<file path="src/rtl/systolic_mm_engine.sv">
// systolic_mm_engine: output-stationary R x C systolic D = A x B with run-time K and back-pressured row drain.
// Optional macro SYSMM_SAT_EN: saturating accumulators plus a sticky sat_flag output.
module systolic_mm_engine #(
    parameter int N  = 8,
    parameter int M  = 20,
    parameter int R  = 4,
    parameter int C  = 4,
    parameter int LW = 8
) (
    input  logic                             clk,
    input  logic                             rst,
    input  logic                             start,
    input  logic [LW-1:0]                    klen,
    input  logic                             in_valid,
    output logic                             in_ready,
    input  logic [R*N-1:0]                   a_col,
    input  logic [C*N-1:0]                   b_row,
    output logic                             out_valid,
    input  logic                             out_ready,
    output logic [C*M-1:0]                   out_data,
    output logic [(R>1?$clog2(R):1)-1:0]     out_row,
`ifdef SYSMM_SAT_EN
    output logic                             sat_flag,
`endif
    output logic                             busy,
    output logic                             done
);
    localparam int RW = R > 1 ? $clog2(R) : 1;
    localparam int FW = $clog2(R + C);
`ifdef SYSMM_SAT_EN
    localparam int SW = M + 1;
`else
    localparam int SW = M;
`endif

    typedef enum logic [1:0] {IDLE, LOAD, FLUSH, DRAIN} state_t;
    state_t state;
    logic [LW-1:0] klen_q, kcnt;
    logic [FW-1:0] fcnt;
    logic beat, acc_clr, acc_en;
    logic [N-1:0] a_bus [R][C+1];
    logic [N-1:0] b_bus [R+1][C];
    logic [M-1:0] acc_v [R][C];

    assign beat    = in_valid & in_ready;
    assign acc_clr = (state == IDLE) & start;
    assign acc_en  = (state == LOAD) | (state == FLUSH);
    assign done    = out_valid & out_ready & (out_row == RW'(R - 1));

    always_ff @(posedge clk) begin
        if (!rst) begin
            state     <= IDLE;
            in_ready  <= 1'b0;
            out_valid <= 1'b0;
            busy      <= 1'b0;
            out_row   <= '0;
            klen_q    <= '0;
            kcnt      <= '0;
            fcnt      <= '0;
        end else begin
            case (state)
                IDLE: if (start) begin
                    klen_q    <= klen;
                    kcnt      <= '0;
                    busy      <= 1'b1;
                    out_row   <= '0;
                    in_ready  <= klen != '0;
                    out_valid <= klen == '0;
                    state     <= klen != '0 ? LOAD : DRAIN;
                end
                LOAD: if (beat) begin
                    kcnt <= kcnt + LW'(1);
                    if (kcnt == klen_q - LW'(1)) begin
                        in_ready <= 1'b0;
                        fcnt     <= '0;
                        state    <= FLUSH;
                    end
                end
                FLUSH: begin
                    fcnt <= fcnt + FW'(1);
                    if (fcnt == FW'(R + C - 2)) begin
                        out_valid <= 1'b1;
                        state     <= DRAIN;
                    end
                end
                default: if (out_ready) begin
                    if (out_row == RW'(R - 1)) begin
                        out_valid <= 1'b0;
                        busy      <= 1'b0;
                        out_row   <= '0;
                        state     <= IDLE;
                    end else begin
                        out_row <= out_row + RW'(1);
                    end
                end
            endcase
        end
    end

    // Row i of A is delayed i cycles so that k-slices meet diagonally in the array.
    for (genvar i = 0; i < R; i++) begin : g_ask
        logic [N-1:0] a_in;
        assign a_in = beat ? a_col[i*N +: N] : '0;
        if (i == 0) begin : g_d
            assign a_bus[i][0] = a_in;
        end else begin : g_d
            logic [N-1:0] dl [i];
            always_ff @(posedge clk) begin
                for (int d = 0; d < i; d++) dl[d] <= !rst ? '0 : (d == 0 ? a_in : dl[d > 0 ? d - 1 : 0]);
            end
            assign a_bus[i][0] = dl[i-1];
        end
    end

    for (genvar j = 0; j < C; j++) begin : g_bsk
        logic [N-1:0] b_in;
        assign b_in = beat ? b_row[j*N +: N] : '0;
        if (j == 0) begin : g_d
            assign b_bus[0][j] = b_in;
        end else begin : g_d
            logic [N-1:0] dl [j];
            always_ff @(posedge clk) begin
                for (int d = 0; d < j; d++) dl[d] <= !rst ? '0 : (d == 0 ? b_in : dl[d > 0 ? d - 1 : 0]);
            end
            assign b_bus[0][j] = dl[j-1];
        end
        assign out_data[j*M +: M] = acc_v[out_row][j];
    end

`ifdef SYSMM_SAT_EN
    logic [R*C-1:0] ovf;
    always_ff @(posedge clk) begin
        sat_flag <= !rst ? 1'b0 : acc_clr ? 1'b0 : (sat_flag | (|ovf));
    end
`endif

    for (genvar i = 0; i < R; i++) begin : g_r
        for (genvar j = 0; j < C; j++) begin : g_c
            logic [N-1:0] a_q, b_q;
            logic [M-1:0] acc_q, nxt;
            logic [SW-1:0] sum;
            assign sum = SW'(acc_q) + SW'(a_bus[i][j]) * SW'(b_bus[i][j]);
`ifdef SYSMM_SAT_EN
            assign nxt = sum[M] ? '1 : sum[M-1:0];
            assign ovf[i*C+j] = acc_en & sum[M];
`else
            assign nxt = sum;
`endif
            always_ff @(posedge clk) begin
                if (!rst) begin
                    a_q   <= '0;
                    b_q   <= '0;
                    acc_q <= '0;
                end else begin
                    a_q   <= a_bus[i][j];
                    b_q   <= b_bus[i][j];
                    acc_q <= acc_clr ? '0 : acc_en ? nxt : acc_q;
                end
            end
            assign a_bus[i][j+1] = a_q;
            assign b_bus[i+1][j] = b_q;
            assign acc_v[i][j]   = acc_q;
        end
    end
endmodule

</file>
<file path="config.mk">
export PLATFORM = sky130hd
export DESIGN_NAME = systolic_mm_engine
export DESIGN_NICKNAME = d
export VERILOG_FILES = /design/src/rtl/systolic_mm_engine.sv
export SDC_FILE = /design/constraint.sdc
export NUM_CORES = 2
export LEC_CHECK = 0
export BUFFER_PORTS_ARGS = -buffer_cell sky130_fd_sc_hd__buf_2
export CAP_MARGIN = 20
export CORE_MARGIN = 2
export CORE_UTILIZATION = 60
export DETAILED_ROUTE_END_ITERATION = 10
export HOLD_SLACK_MARGIN = 0.02
export PLACE_DENSITY_LB_ADDON = 0.25
export RECOVER_POWER = 100
export SLEW_MARGIN = 30
export SYNTH_ARGS = -nofsm -noshare
export SYNTH_HDL_FRONTEND = slang
export SYNTH_SLANG_ARGS = --single-unit
</file>
<file path="constraint.sdc">
create_clock -name clk -period 6.05 [get_ports clk]
set_clock_uncertainty 0.05 [all_clocks]
set_input_delay 0.605 -clock clk [delete_from_list [all_inputs] [get_ports clk]]
set_output_delay 0.605 -clock clk [all_outputs]
set_load 0.01 [all_outputs]
</file>
== Word-level counts from Yosys, hierarchy flattened ==
Memories as Yosys holds them, arrays and structs flattened.
Index checks and enable logic that the tools add are counted.

* $add $sub $neg: 20
* Multipliers: 16
* $lt $le $gt $ge: 1
* Equal/unequal tests: 9
* Multiplexer cells: 52
* Bitwise gates (word level): 9
* Reductions and logical operators: 21

{| class="wikitable"
|+ Operator list
! operator !! count
|-
| $add 20x16->20 || 16
|-
| $mul 8x8->16 || 16
|-
| $mux 8 || 22
|-
| $bmux 80 s2 || 1
|-
| $mux 80 || 2
|-
| $mux 2 || 10
|-
| $pmux 8 s2 || 1
|-
| $reduce_and 3->1 || 3
|-
| $add 8x1->8 const B || 1
|-
| $eq 8x8->1 || 1
|-
| $logic_not 8->1 || 1
|-
| $mux 1 || 8
|-
| $reduce_and 4->1 || 2
|-
| $reduce_bool 2->1 || 4
|-
| $reduce_bool 4->1 || 2
|-
| $reduce_bool 8->1 || 1
|-
| $sub 8x1->8 const B || 1
|-
| $mux 3 || 2
|-
| $pmux 2 s3 || 1
|-
| $pmux 3 s2 || 1
|-
| $reduce_and 6->1 || 1
|-
| $reduce_bool 3->1 || 2
|-
| $reduce_and 5->1 || 1
|-
| $and 1x1->1 || 4
|-
| other kinds (17) || 24
|}

* Flip-flop bits (word level): 538
* RAM bits: 96
* Input bits: 77
* Word-level logic and storage cells: 182
* Memories: 6

{| class="wikitable"
|+ Memories
! name !! depth !! bits a word !! rd ports !! clocked after Yosys merged registers in !! write ports !! line !! source
|-
| g_ask[3].g_d.dl || 3 || 8 || 3 || 0 || 3 || 107 || <nowiki>logic [N-1:0] dl [i];</nowiki>
|-
| g_bsk[3].g_d.dl || 3 || 8 || 3 || 0 || 3 || 121 || <nowiki>logic [N-1:0] dl [j];</nowiki>
|-
| g_ask[2].g_d.dl || 2 || 8 || 2 || 0 || 2 || 107 ||
|-
| g_bsk[2].g_d.dl || 2 || 8 || 2 || 0 || 2 || 121 ||
|-
| g_ask[1].g_d.dl || 1 || 8 || 1 || 0 || 1 || 107 ||
|-
| g_bsk[1].g_d.dl || 1 || 8 || 1 || 0 || 1 || 121 ||
|}

== Longest topological paths before layout ==
* Word-level depth: 5
* Depth in mapped cells: 22
* Depth with buffers taken out: 20

== Least setup slack after synthesis ==
Ideal clock, no wire load.

* Path type: input -> register
* Start: input in_valid
* End: register g_r[0].g_c[0].acc_q[19]
* Library setup time: 0.128 ns
* Arrival time: 4.963 ns
* Required time: 5.872 ns
* Slack: 0.909 ns
* Stages on the path: 19
* Cells stage by stage: and2_1 clkbuf_1 clkbuf_1 nand3_1 fa_1 inv_1 fa_1 inv_1 fa_1 fa_1 inv_1 ha_1 and2_1 o21a_1 or4_1 o211ai_1 a21boi_0 xnor2_1 nor2_1

* Word-level cells in the longest chain between the ends: 4
* Elaborated cells on any way between the ends: 5
* Those cells by class: add/sub: 1; mul: 1; mux: 2; bitwise: 1

{| class="wikitable"
|+ RTL lines
! what !! line !! source
|-
| from (decl) || 14 || <nowiki>input logic in_valid,</nowiki>
|-
| $and 1x1->1 (*) || 45 || <nowiki>assign beat = in_valid & in_ready;</nowiki>
|-
| $mux 8, on equally long branches || 103, 117 ||
|-
| $mul 8x8->16 (*) || 142 || <nowiki>assign sum = SW'(acc_q) + SW'(a_bus[i][j]) * SW'(b_bus[i][j]);</nowiki>
|-
| $add 20x16->20 (*) || 142 ||
|-
| to (signal assigned) || 157 || <nowiki>acc_q <= acc_clr ? '0 : acc_en ? nxt : acc_q;</nowiki>
|-
| to (decl) || 140 || <nowiki>logic [M-1:0] acc_q, nxt;</nowiki>
|}

Every way passes the cells marked *; elsewhere a longest branch is shown, timed or not.
A chain may end at the register's enable or synchronous reset.

== Final worst setup path ==
* Start: register out_row[1] (netlist bit)
* End: output out_data[46]

* Word-level cells in the longest chain between the ends: 4

{| class="wikitable"
|+ RTL lines
! what !! line !! source
|-
| from (decl) || 21 || <nowiki>output logic [(R>1?$clog2(R):1)-1:0] out_row,</nowiki>
|-
| from (signal assigned) || 93 || <nowiki>out_row <= out_row + RW'(1);</nowiki>
|-
| $not 2->3 (implied by the code) || 127 || <nowiki>assign out_data[j*M +: M] = acc_v[out_row][j];</nowiki>
|-
| $bmux 80 s2 || 127 ||
|-
| $mux 80 (2 in series) || -- ||
|-
| to (decl) || 20 || <nowiki>output logic [C*M-1:0] out_data,</nowiki>
|}

Every way passes these cells. The select of a mux whose other input is x is not followed.

==> flow_summary_export.csv <==
group,metric,value,unit
layout,final_nets,8837,
layout,syn2layout_area_growth,6.895,%
sta,setup_viol,0,
yosys,synth_area,64350,sq um
yosys,synth_fp_nets,8787,
yosys,synth-adder-area-share,37.82,%
die,core_area,106800,sq um
status,failed_checks,"capacitance limit, slew limit",
routing,drtIter0Drc,2581,
clocking,cts_tree,"built",
yosys,async_flop_share,0,%
status,status,"finished, violations left",
worst_hold_path,hp-start,"a_col[29]",
die,initial_core_util,60.28,%
worst_hold_path,hp-class,"primary input to flop",
layout,nFillCells,9022,
critical_path,worstPathRequired,5.39,ns
sta,hold_viol,0,
clocking,cts_buffers,76,
pwr,ir_drop,0.3471,mV
critical_path,worst_setup_path_start_kind,"flop",
clocking,cts_setup_buffers,0,
die,die-width,331.5,microns
sta,min_period,5.521,ns
clocking,root_buffer,"clkbuf_16",
routing,drtPass1Iterations,5,
grt,antenna_found_initial,1,
die,die_y,331.5,microns
clocking,hold_buffers,0,
sta,timing.final.crit_share,91.26,%
critical_path,critical_path_class,"flop to output pin",
sta,tightest_slew,3.432,ns
routing,ant_nets,0,
job,drv_cap,5,
critical_path,critPathMaxFanout,49,
die,rows,120,
yosys,yosys.area_share.simple,16.63,%
yosys,synthMuxAreaShare,4.840,%
grt,grt_pass1_vias,51200,
layout,drive_gt1_share,4.394,%
yosys,yosysWarnings,0,
pwr,powerDensity,178.4,nW/um^2
yosys,synth_top_family_by_area,"adder cells",
critical_path,r2r-start,"in_ready",
sta,hold_slack,0.09810,ns
routing,drt-total-wl,157800,microns
yosys,synth_top_cell_area_share,24.89,%
yosys,synth-xor-area-share,2.748,%
sta,maxSlewHeadroom,-128.8,%
routing,via_per_inst,5.490,
grt,grt_pass1_wl,260500,microns
layout,diodes,0,
yosys,ys_ff_latch,634,
placement,io_buffers,162,
die,ios,163,
die,dieArea,109900,sq um
placement,gp_congestion,0.9652,
sta,fin_tns_setup,0,ns
sta,rsz0062_at_grt,"false",
clocking,clockBufferDepth,3,
critical_path,crit_start,"out_row[1]",
routing,drc,0,
grt,grt_max_degree,98,
pwr,p_leak,33.66,nW
routing,vias,48060,
critical_path,arrival,4.87,ns
yosys,ys_seq_area_share,19.73,%
yosys,avgSynthCellArea,8.881,sq um
clocking,ctsHtreeMaxLevel,3,
yosys,synth_compound_area_share,7.630,%
critical_path,crit_path_end_kind,"output pin",
worst_hold_path,worstHoldPathCells,2,
sta,fmax,181.1,MHz
placement,dpl.hpwl,125400,microns
yosys,synth_edf_count,0,
clocking,clk_pin_slew,0.06,ns
yosys,synth_flop_cell,"dfxtp_1",
yosys,synth_area_leader_cell,"fa_1",
grt,track_usage,29.61,%
sta,drv_slew,275,
grt,grt_overflow_total,0,
critical_path,r2r_cells,21,
clocking,ctsResizeCount,0,
yosys,yosys-top-cells-area,"fa_1 25%, dfxtp_1 20%, ha_1 13%, inv_1 9.3%, and2_1 7.7%",
clocking,clock_latency,0.66,ns
yosys,syn_inst,7245,
clocking,cts_sinks,634,
yosys,ys_types,81,
routing,wl_per_cell,18.02,microns
[cell type report]
cell class	instances	area, sq um	area share (%)
Tap cell	1403	1755	2.552
Clock buffer	103	2187	3.180
Sequential cell	634	12700	18.46
Clock inverter	31	429.2	0.6239
Multi-Input combinational cell	4799	44840	65.18
Timing Repair Buffer	185	874.6	1.272
Inverter	1599	6005	8.730
[worst max-delay path, cell delays in order, from the launching register on]
cell	delay [ns]
dfxtp_1	2.07
clkbuf_2	1.20
mux4_2	0.71
clkbuf_1	0.17
[cells in the mapped netlist, types with 117 or more instances]
| library cell | instances |
|---|---|
| a21oi_1 | 215 |
| and2_1 | 793 |
| clkbuf_1 | 184 |
| dfxtp_1 | 634 |
| fa_1 | 800 |
| ha_1 | 665 |
| inv_1 | 1598 |
| mux2i_1 | 130 |
| nand2_1 | 708 |
| nor2_1 | 349 |
| o21ai_0 | 195 |
| xnor2_1 | 117 |
[placed cells by master, fill, tap and decap left out, types with 9 or more instances in the layout]
master	synthesis	layout
o21bai_1	16	16
clkbuf_16	0	79
xor2_1	83	83
and2_1	793	685
buf_2	12	78
or3_1	13	13
nand3_1	58	58
nor2b_1	56	56
buf_4	0	15
clkbuf_1	184	97
nand2b_1	24	24
mux2i_1	130	130
nor2_1	349	347
nor3_1	44	44
clkinv_2	0	9
o21a_1	50	50
fa_1	800	800
o31ai_1	16	17
bufinv_16	0	9
a21o_1	83	83
xnor2_1	117	117
and3_1	49	49
inv_1	1598	1598
nand2_1	708	707
and2_0	0	107
a31oi_1	26	26
o211ai_1	16	16
o21ai_0	195	198
mux4_2	80	80
dfxtp_1	634	633
o31a_1	17	17
nand4_1	13	13
a21boi_0	20	20
a21oi_1	215	215
o22ai_1	12	12
clkbuf_8	0	12
ha_1	665	664
a211oi_1	39	39
[sequential cells by signal (all words and copies together), names as in the netlist]
register / flops
g_r.g_c.b_q: 96
klen_q: 8
out_row: 2
g_r.g_c.a_q: 96
out_valid: 1
busy: 1
in_ready: 1
g_bsk.g_d.dl: 48
kcnt: 8
g_r.g_c.acc_q: 320
g_ask.g_d.dl: 48
fcnt: 3
state: 2
[path summary, 6_finish.rpt]
path,to,slack [ns]
worst max-delay path,out_data[46],0.53
worst min-delay path,g_ask[3].g_d.dl[0][5],0.1
worst max register to register,g_r[0].g_c[0].acc_q[19],0.68
worst min register to register,g_bsk[3].g_d.dl[0][23],0.38
[cells by family after synthesis]
logic type      Yosys count
buf+inv                1812
xor+xnor                201
fa+ha+maj              1465
compound gates          777
mux                     211
flops                   634
simple gates           2145
[report_power, final]
part           switching, mW  total, mW  leakage [nW]  internal [mW]
logic                   1.87       2.80          27.3          0.934
registers              0.275       4.60          5.11           4.33
clock network           1.94       4.86          1.28           2.93
total                   4.08       12.3          33.7           8.19
[per-layer routing]
| layer | global-route usage [%] | wire length (microns) | vias to the layer above | part of all wire [%] |
|---|---|---|---|---|
| li1 | - | - | 22530 | - |
| met1 | 34.30 | 61480 | 23900 | 39 |
| met2 | 52.38 | 77770 | 1209 | 49 |
| met3 | 4.537 | 8101 | 419 | 5.1 |
| met4 | 16.55 | 10400 | 0 | 6.6 |
| met5 | 0 | 0 | - | 0 |
[through the flow]
stage	setup slack (ns)	util, %	total power [mW]	instances	instance area (sq um)
floorplan	0.9093	-	6.559	7245	64350
global placement	0.3370	62.12	7.411	8619	66320
detailed placement	0.2207	62.14	7.484	8620	66340
CTS	0.4546	64.60	12.36	8754	68960
global route	0.1674	64.43	12.77	8754	68780
finish	0.5286	64.43	12.27	8754	68780
Power figures use the tool's default switching activity.
